### src/rtl/uart_pkg.sv
// ----------------------------------------------------------------------------
// uart_pkg
// Shared constants and types for the UART subsystem.
//   UART_DATA_W   : width of one UART character
//   CLK_FREQ_HZ   : system clock frequency
//   BAUD_RATE     : serial line rate
//   CLOCK_PER_BIT : system clocks per serial bit (CLK_FREQ_HZ / BAUD_RATE)
//   uart_byte_t   : one received/transmitted character
// ----------------------------------------------------------------------------
package uart_pkg;

  localparam int UART_DATA_W   = 8;
  localparam int CLK_FREQ_HZ   = 100_000_000;
  localparam int BAUD_RATE     = 9600;
  localparam int CLOCK_PER_BIT = 10416;

  typedef logic [UART_DATA_W-1:0] uart_byte_t;

endpackage : uart_pkg

### src/rtl/fifo_regfile.sv
// ----------------------------------------------------------------------------
// fifo_regfile
// DEPTH x DATA_W storage array with one synchronous write port and one
// asynchronous (combinational) read port. Contents are not reset.
// Ports:
//   clk     : system clock
//   i_we    : write enable, writes i_wdata at i_waddr on the rising edge
//   i_waddr : write address
//   i_wdata : write data
//   i_raddr : read address
//   o_rdata : contents of the entry at i_raddr (combinational)
// ----------------------------------------------------------------------------
module fifo_regfile #(
  parameter int DATA_W = 8,
  parameter int DEPTH  = 16
) (
  input  logic                     clk,
  input  logic                     i_we,
  input  logic [$clog2(DEPTH)-1:0] i_waddr,
  input  logic [DATA_W-1:0]        i_wdata,
  input  logic [$clog2(DEPTH)-1:0] i_raddr,
  output logic [DATA_W-1:0]        o_rdata
);

  logic [DATA_W-1:0] r_mem [DEPTH];

  always_ff @(posedge clk) begin
    if (i_we) begin
      r_mem[i_waddr] <= i_wdata;
    end
  end

  assign o_rdata = r_mem[i_raddr];

endmodule : fifo_regfile

### src/rtl/uart_rx_fifo.sv
// ----------------------------------------------------------------------------
// uart_rx_fifo
// Receive-side byte buffer sitting behind the UART receiver. Each rx_done
// pulse pushes rx_data; the consumer pops with rd_en. Reports occupancy,
// empty/full/almost_full (registered) and a sticky overflow flag.
//
// Build option:
//   UART_RX_FIFO_FWFT_EN defined   : first-word-fall-through. rd_data shows the
//                                    head byte whenever not empty, rd_valid =
//                                    ~empty, rd_en removes the displayed byte.
//   UART_RX_FIFO_FWFT_EN undefined : standard mode. A pop at edge N drives the
//                                    popped byte on rd_data with a one-cycle
//                                    rd_valid pulse after edge N; rd_data holds
//                                    its last value otherwise.
//
// Ports:
//   clk         : system clock (100 MHz)
//   rst         : asynchronous active-low reset
//   rx_data     : byte from the receiver, valid while rx_done=1
//   rx_done     : one-cycle push strobe
//   rd_en       : consumer pop request
//   rd_data     : output byte (timing per build option)
//   rd_valid    : rd_data is valid this cycle
//   empty       : count == 0
//   full        : count == DEPTH
//   almost_full : count >= AFULL_TH
//   count       : current occupancy, 0..DEPTH
//   overflow    : sticky, set by a push that had to be dropped
//   clr         : synchronous flush, also clears overflow
//
// Handshake: a byte is accepted on any edge where rx_done=1 and either the
// FIFO is not full or a pop happens on the same edge. A pop happens on any
// edge where rd_en=1 and the FIFO is not empty. clr overrides both.
// ----------------------------------------------------------------------------
module uart_rx_fifo
  import uart_pkg::*;
#(
  parameter int DATA_W   = UART_DATA_W,
  parameter int DEPTH    = 16,
  parameter int AFULL_TH = 12
) (
  input  logic                   clk,
  input  logic                   rst,
  input  logic [DATA_W-1:0]      rx_data,
  input  logic                   rx_done,
  input  logic                   rd_en,
  output logic [DATA_W-1:0]      rd_data,
  output logic                   rd_valid,
  output logic                   empty,
  output logic                   full,
  output logic                   almost_full,
  output logic [$clog2(DEPTH):0] count,
  output logic                   overflow,
  input  logic                   clr
);

  localparam int AW = $clog2(DEPTH);
  localparam int CW = AW + 1;
  localparam logic [CW-1:0] C_DEPTH    = CW'(DEPTH);
  localparam logic [CW-1:0] C_AFULL_TH = CW'(AFULL_TH);

  logic [AW-1:0]     r_wr_ptr;
  logic [AW-1:0]     r_rd_ptr;
  logic [CW-1:0]     r_count;
  logic              r_empty;
  logic              r_full;
  logic              r_afull;
  logic              r_overflow;

  logic              w_pop;
  logic              w_push;
  logic              w_we;
  logic [AW-1:0]     w_wr_ptr_nxt;
  logic [AW-1:0]     w_rd_ptr_nxt;
  logic [CW-1:0]     w_count_nxt;
  logic              w_overflow_nxt;
  logic [DATA_W-1:0] w_rd_word;

  fifo_regfile #(
    .DATA_W (DATA_W),
    .DEPTH  (DEPTH)
  ) u_regfile (
    .clk     (clk),
    .i_we    (w_we),
    .i_waddr (r_wr_ptr),
    .i_wdata (rx_data),
    .i_raddr (r_rd_ptr),
    .o_rdata (w_rd_word)
  );

  // Next-state for pointers, count and overflow. A pop on an empty FIFO is
  // ignored, so an empty push+pop is just a push (no bypass to rd_data).
  always_comb begin
    w_pop          = rd_en & ~r_empty;
    w_push         = rx_done & (~r_full | w_pop);
    w_we           = w_push & ~clr;
    w_wr_ptr_nxt   = r_wr_ptr;
    w_rd_ptr_nxt   = r_rd_ptr;
    w_count_nxt    = r_count;
    w_overflow_nxt = r_overflow;
    if (clr) begin
      w_wr_ptr_nxt   = '0;
      w_rd_ptr_nxt   = '0;
      w_count_nxt    = '0;
      w_overflow_nxt = 1'b0;
    end else begin
      if (w_push) begin
        w_wr_ptr_nxt = r_wr_ptr + AW'(1);
      end
      if (w_pop) begin
        w_rd_ptr_nxt = r_rd_ptr + AW'(1);
      end
      case ({w_push, w_pop})
        2'b10:   w_count_nxt = r_count + CW'(1);
        2'b01:   w_count_nxt = r_count - CW'(1);
        default: w_count_nxt = r_count;
      endcase
      // Dropped byte: full and nothing leaving on this edge.
      if (rx_done & r_full & ~w_pop) begin
        w_overflow_nxt = 1'b1;
      end
    end
  end

  // Flags are computed from the next count so they are pure registers.
  always_ff @(posedge clk or negedge rst) begin
    if (!rst) begin
      r_wr_ptr   <= '0;
      r_rd_ptr   <= '0;
      r_count    <= '0;
      r_empty    <= 1'b1;
      r_full     <= 1'b0;
      r_afull    <= 1'b0;
      r_overflow <= 1'b0;
    end else begin
      r_wr_ptr   <= w_wr_ptr_nxt;
      r_rd_ptr   <= w_rd_ptr_nxt;
      r_count    <= w_count_nxt;
      r_empty    <= (w_count_nxt == '0);
      r_full     <= (w_count_nxt == C_DEPTH);
      r_afull    <= (w_count_nxt >= C_AFULL_TH);
      r_overflow <= w_overflow_nxt;
    end
  end

`ifdef UART_RX_FIFO_FWFT_EN
  // Head entry is shown straight from the array; forced to zero while empty
  // so stale storage never leaks onto the output.
  assign rd_data  = r_empty ? '0 : w_rd_word;
  assign rd_valid = ~r_empty;
`else
  logic [DATA_W-1:0] r_rd_data;
  logic              r_rd_valid;

  always_ff @(posedge clk or negedge rst) begin
    if (!rst) begin
      r_rd_data  <= '0;
      r_rd_valid <= 1'b0;
    end else if (clr) begin
      r_rd_valid <= 1'b0;
    end else begin
      r_rd_valid <= w_pop;
      if (w_pop) begin
        r_rd_data <= w_rd_word;
      end
    end
  end

  assign rd_data  = r_rd_data;
  assign rd_valid = r_rd_valid;
`endif

  assign empty       = r_empty;
  assign full        = r_full;
  assign almost_full = r_afull;
  assign count       = r_count;
  assign overflow    = r_overflow;

endmodule : uart_rx_fifo

### config.mk
export PLATFORM = sky130hd
export DESIGN_NAME = uart_rx_fifo
export DESIGN_NICKNAME = d
export VERILOG_FILES = /design/src/rtl/uart_pkg.sv /design/src/rtl/fifo_regfile.sv /design/src/rtl/uart_rx_fifo.sv
export SDC_FILE = /design/constraint.sdc
export NUM_CORES = 1
export LEC_CHECK = 0
export CORE_AREA = 5 5 141 143
export CTS_BUF_LIST = sky130_fd_sc_hd__clkbuf_8
export DETAILED_ROUTE_END_ITERATION = 12
export DIE_AREA = 0 0 146 148
export GPL_TIMING_DRIVEN = 0
export PLACE_DENSITY = 0.53
export RECOVER_POWER = 25
export SLEW_MARGIN = 20
export SYNTH_ARGS = -nofsm -noshare
export SYNTH_HDL_FRONTEND = slang
export SYNTH_SLANG_ARGS = --single-unit
### constraint.sdc
create_clock -name clk -period 4.8 [get_ports clk]
set_clock_uncertainty 0.2 [all_clocks]
set_input_delay 1.44 -clock clk [delete_from_list [all_inputs] [get_ports clk]]
set_output_delay 1.44 -clock clk [all_outputs]
set_load 0.03 [all_outputs]
==> results of run 1 <==
[cell families after synthesis]
kind of cell	Yosys count	share of synthesized area (%)
AO/OA/AOI/OAI	29	3.60
adder cells (fa/ha/maj)	8	1.57
multiplexers	50	15.3
AND/OR/NAND/NOR	72	5.15
XOR/XNOR	11	1.51
flip-flops	154	70.6
buffers and inverters	28	2.24
[where the power goes]
part           internal [mW]  total [mW]  leakage [nW]  switching (mW)
registers               1.53        1.59          1.49          0.0616
logic                  0.377       0.833         0.760           0.456
clock network          0.514       0.996         0.199           0.482
[routing by layer]
metal	vias up	GRT usage, %	part of all wire [%]
met5	-	0	0
met4	0	4.52	1.5
met3	13	3.49	5.0
met2	80	19.5	48
met1	1649	17.0	46
li1	1495	-	-
[path summary, 6_finish.rpt]
| path | endpoint | depth (start not counted) |
|---|---|---|
| max | full | 13 |
| min | rd_data[3] | 1 |
| max reg2reg | full | 11 |
| min reg2reg | rd_data[3] | 1 |
| max in group asynchronous | rd_data[2] | 1 |
| min in group asynchronous | count[1] | 1 |
[registers in the layout (all words and copies together) (netlist names)]
register         count
u_regfile.r_mem    128
rd_data              8
count                5
r_rd_ptr             4
r_wr_ptr             4
almost_full          1
empty                1
full                 1
overflow             1
rd_valid             1
[metrics by stage]
step                setup slack (ps)  instances
floorplan                        594        352
global placement                -327        616
detailed placement              -450        616
CTS                             22.5        648
global route                    97.2        648
finish                           357        648
[timing repair]
item                                    4_1_cts  5_1_grt
resized for setup                             0        2
endpoints found under the setup margin        0        4
hold endpoints to repair                      0        0
[cell usage in the layout (no fill, tap or decap), types with 3 or more instances in the layout]
cell type,Yosys,routed
dlygate4sd3_1,0,5
a21oi_1,5,5
mux2_2,8,8
buf_1,3,3
nor2_1,34,34
nor3_1,11,11
inv_1,8,9
dfrtp_1,25,25
nand2_1,11,11
edfxtp_1,128,128
a211oi_1,3,3
xnor2_1,3,3
a221o_1,8,8
clkinvlp_4,0,4
o21ai_0,3,3
mux4_1,17,17
clkbuf_1,11,12
clkdlybuf4s50_1,0,24
xor2_1,8,8
mux2i_1,10,10
clkbuf_8,0,17
bufinv_16,0,3
nand2b_1,3,3
mux4_2,15,15
clkinv_4,0,4
ha_1,8,8
[area by class of cell]
cell class	instances	area (um^2)
Fill cell	1642	11100
Sequential cell	154	4500
Multi-Input combinational cell	170	1740
Timing Repair Buffer	30	294
Tap cell	234	293
Clock buffer	17	234
Clock inverter	15	178
Buffer	19	109
Inverter	9	33.8
==> metrics.txt, run 1 <==
required time worst endpoint=4940 ps; violations in the final reports=capacitance limit; Post-Synthesis Cells=352; dominant cell type by area after synthesis=edfxtp_1; sequential fraction of the synthesis area=70.6%; worst vdd ir=0.146 mV; Layout Utilization=40.0%; Final HPWL DP=8500 um; slowest CP cell=clkdlybuf4s50_1; TritonCTS clock tree=built; Rows=50; via/cell ratio=5.00; first-pass GRT wire length=19700 um; Critical Path Max Stage Delay=460 ps; core box area=18500 um^2; Worst Path Max Fanout=10; Wirelength per Cell=20.2 um; crit path capture type=register; Layout area overhead=15.9%; max-cap viol count=1; Setup CP Type=in2reg; final-stage net count=422; RR Startpoint=empty; number of remaining DRC errors=0; CTS H-Tree Depth=4; clock transition at the registers of the reported paths=80 ps; launch point of the worst path=rd_en; initial core utilization=34.5%; min cycle time layout=4440 ps; total overflow reported by the global router=0; PortBufs=30; vias in the first global route=3245; Hold Crit Class=reg2reg; total track usage=12.5%; top_reg_cell synth=edfxtp_1; Hold Crit Start=rd_data[3]; antenna cells=0; yosys synthesis warning count=0; synthesized cell area=6370 um^2; Slew headroom=0.796%; final wirelength=13100 um; Worst Tran Pin Value=1490 ps; hold_buf cts=0; ranking of synthesized cells by area=edfxtp_1 (60%), dfrtp_1 (9.8%), mux4_1 (7.0%); flop-to-flop setup slack=1290 ps; CTS root buffer=clkbuf_8; Slew Limit Fails=0; Critical Path AT=4580 ps; Mean Syn Cell Area=18.1 um^2; commonest cells in the netlist=edfxtp_1 (128), nor2_1 (34), dfrtp_1 (25), mux4_1 (17), mux4_2 (15); Die Area=21600 um^2; clk sinks=154; Die Span X=146 um; 1st-pass router iterations=4; CP delay by family, top=compound AO/OA/AOI/OAI gates; Cell Pwr Density=464 nW/um^2; Yosys reg bits=154; clock insertion delay at the later pin of the skew report=450 ps; Synth cell types=43; Die H=148 um; cell with the most instances after synthesis=edfxtp_1; setup TNS=0 ps; Setup crit start kind=primary input; Num CTS Buffers=17; post-route cell area=7380 um^2; share of cells above drive strength 1=15.0%; status=finished with violations; initial DRC count=194; Yosys top cell area share=60.4%; Buf+Inv Stages, Crit Path=3; Clock Tree Buf Depth=2; syn nets=373; largest net degree at the start of global routing=27; post-synthesis async set-or-reset flop share=16.9%; setup bufs post-CTS=0; dpl cell area=6950 um^2; number of flops mapped to enable cells by yosys=128; antenna violations before repair=0; final hold violation count=0; Hold Slack=320 ps; Static Leakage=2.45 nW; Final period util=92.6%; Placer Congestion=0.756; Fmax achieved=225 MHz; IO Pins=31; total power=3.42 mW; via count=3237; final setup violation count=0; RSZ-0062 raised after global routing=no; Final ANT Viol Nets=0; crit path cell chain=clkdlybuf4s50_1, nand2b_1, a21boi_4, inv_1, ha_1, buf_2, xor2_1, ha_1, nor3b_1, a2111oi_0, o21bai_1, xor2_1, nor4b_1
Power figures use the tool's default switching activity.
==> run 2, diff against run 1 <==
--- a/config.mk
+++ b/config.mk
@@ -5,13 +5,13 @@
 export SDC_FILE = /design/constraint.sdc
 export NUM_CORES = 1
 export LEC_CHECK = 0
-export CORE_AREA = 5 5 141 143
+export CORE_AREA = 5 5 128 130
 export CTS_BUF_LIST = sky130_fd_sc_hd__clkbuf_8
 export DETAILED_ROUTE_END_ITERATION = 12
-export DIE_AREA = 0 0 146 148
+export DIE_AREA = 0 0 133 135
 export GPL_TIMING_DRIVEN = 0
-export PLACE_DENSITY = 0.53
-export RECOVER_POWER = 25
+export PLACE_DENSITY = 0.62
+export RECOVER_POWER = 50
 export SLEW_MARGIN = 20
 export SYNTH_ARGS = -nofsm -noshare
 export SYNTH_HDL_FRONTEND = slang
==> metrics.txt, run 2 (same netlist as run 1, synthesis figures left out) <==
status=finished, final reports clean; Setup WS pre-CTS=-391 ps; Setup CP Type=in2reg; antenna violations before repair=0; final setup violation count=0; Layout Utilization=48.8%; RSZ-0062 raised after global routing=no; required time worst endpoint=4940 ps; CTS root buffer=clkbuf_8; max-cap viol count=0; antenna cells=0; IO Pins=31; post-route cell area=7340 um^2; Slew Limit Fails=0; Layout area overhead=15.3%; Static Leakage=2.47 nW; R2R cell count=12; final hold violation count=0; final-stage net count=422; initial core utilization=42.3%; PortBufs=30; post-cts sizing count=0; CTS H-Tree Depth=4; Slew headroom=7.03%; Hold Crit Class=reg2reg; clock insertion delay at the later pin of the skew report=450 ps; vias in the first global route=3361; via count=3306; total overflow reported by the global router=0; worst setup margin=324 ps; TritonCTS clock tree=built; Final period util=93.3%; Worst Setup EP=full; clock transition at the registers of the reported paths=80 ps; hold_buf cts=0; Critical Path AT=4620 ps; final wirelength=12600 um; Setup crit start kind=primary input; Die H=135 um; setup bufs post-CTS=0; crit path capture type=register; Final ANT Viol Nets=0; worst vdd ir=0.186 mV; min cycle time layout=4480 ps; commonest non-fill, non-tap cell in the layout=edfxtp_1; Worst Path Max Fanout=10; dpl cell area=6900 um^2; Worst Tran Pin Value=1390 ps; Fmax achieved=223 MHz; Worst R2R End=full; Largest Register=u_regfile.r_mem; via/cell ratio=5.49; Placer Congestion=0.801; Num CTS Buffers=17; share of cells above drive strength 1=14.0%; Wirelength per Cell=20.9 um; Rows=45; number of remaining DRC errors=0; RR Startpoint=empty; clk sinks=154; most frequent cells in the layout=edfxtp_1 (128), nor2_1 (34), dfrtp_1 (25), clkdlybuf4s50_1 (20); Final HPWL DP=8370 um; first-pass GRT wire length=19800 um; Cell Pwr Density=475 nW/um^2; Clock Tree Buf Depth=2; flop-to-flop setup slack=1330 ps; total track usage=15.0%; launch point of the worst path=rd_en; Die Span X=133 um; initial DRC count=213; max reg flops=128; Die Area=18000 um^2; largest net degree at the start of global routing=27; 1st-pass router iterations=4; core box area=15000 um^2
[run 2: area by class of cell]
class                           instances  area (um^2)
Clock inverter                         15          206
Tap cell                              188          235
Fill cell                            1229         7690
Buffer                                 19          109
Inverter                                9         33.8
Sequential cell                       154         4500
Clock buffer                           17          234
Multi-Input combinational cell        170         1730
Timing Repair Buffer                   30          294
[run 2: power breakdown]
group          leakage, nW  internal, mW  switching, mW  total, mW
sequential            1.49          1.53         0.0631       1.60
clock                0.217         0.610          0.465       1.07
combinational        0.756         0.375          0.443      0.818
total                 2.47          2.52          0.970       3.49
[run 2: how the worst min path moves through the flow]
stage / startpoint / endpoint / depth (start not counted)
6_report: overflow / overflow / 2
5_1_grt: rd_data[3] / rd_data[3] / 1
2_1_floorplan: r_wr_ptr[3] / r_wr_ptr[3] / 2
3_5_place_dp: overflow / overflow / 2
4_1_cts: overflow / overflow / 2
3_3_place_gp: overflow / overflow / 2
[run 2: metrics by stage]
step / TNS (ps) / hold slack [ps] / power (mW) / std cells
finish: 0 / 304 / 3.49 / 602
global placement: -783 / 278 / 2.44 / 570
CTS: 0 / 313 / 3.52 / 602
floorplan: 0 / 358 / 2.17 / 352
global route: 0 / 341 / 3.65 / 602
detailed placement: -1160 / 295 / 2.45 / 570
[run 2: critical path: stages]
cell and delay (ps):
clkdlybuf4s50_1 460, nand2b_1 120, a21boi_2 390, inv_1 110
ha_1 240, buf_2 190, xor2_1 180, ha_1 290
nor3b_1 170, a2111oi_0 400, o21bai_1 140, xor2_1 160
nor4b_1 310
[run 2: per-layer routing]
layer | routed length [um] | up-vias | track usage, % | share of wire [%]
met3 | 575 | 25 | 4.21 | 4.6
met1 | 5640 | 1696 | 19.8 | 45
met4 | 306 | 0 | 6.18 | 2.4
li1 | - | 1500 | - | -
met5 | 0 | - | 0 | 0
met2 | 6060 | 85 | 23.5 | 48
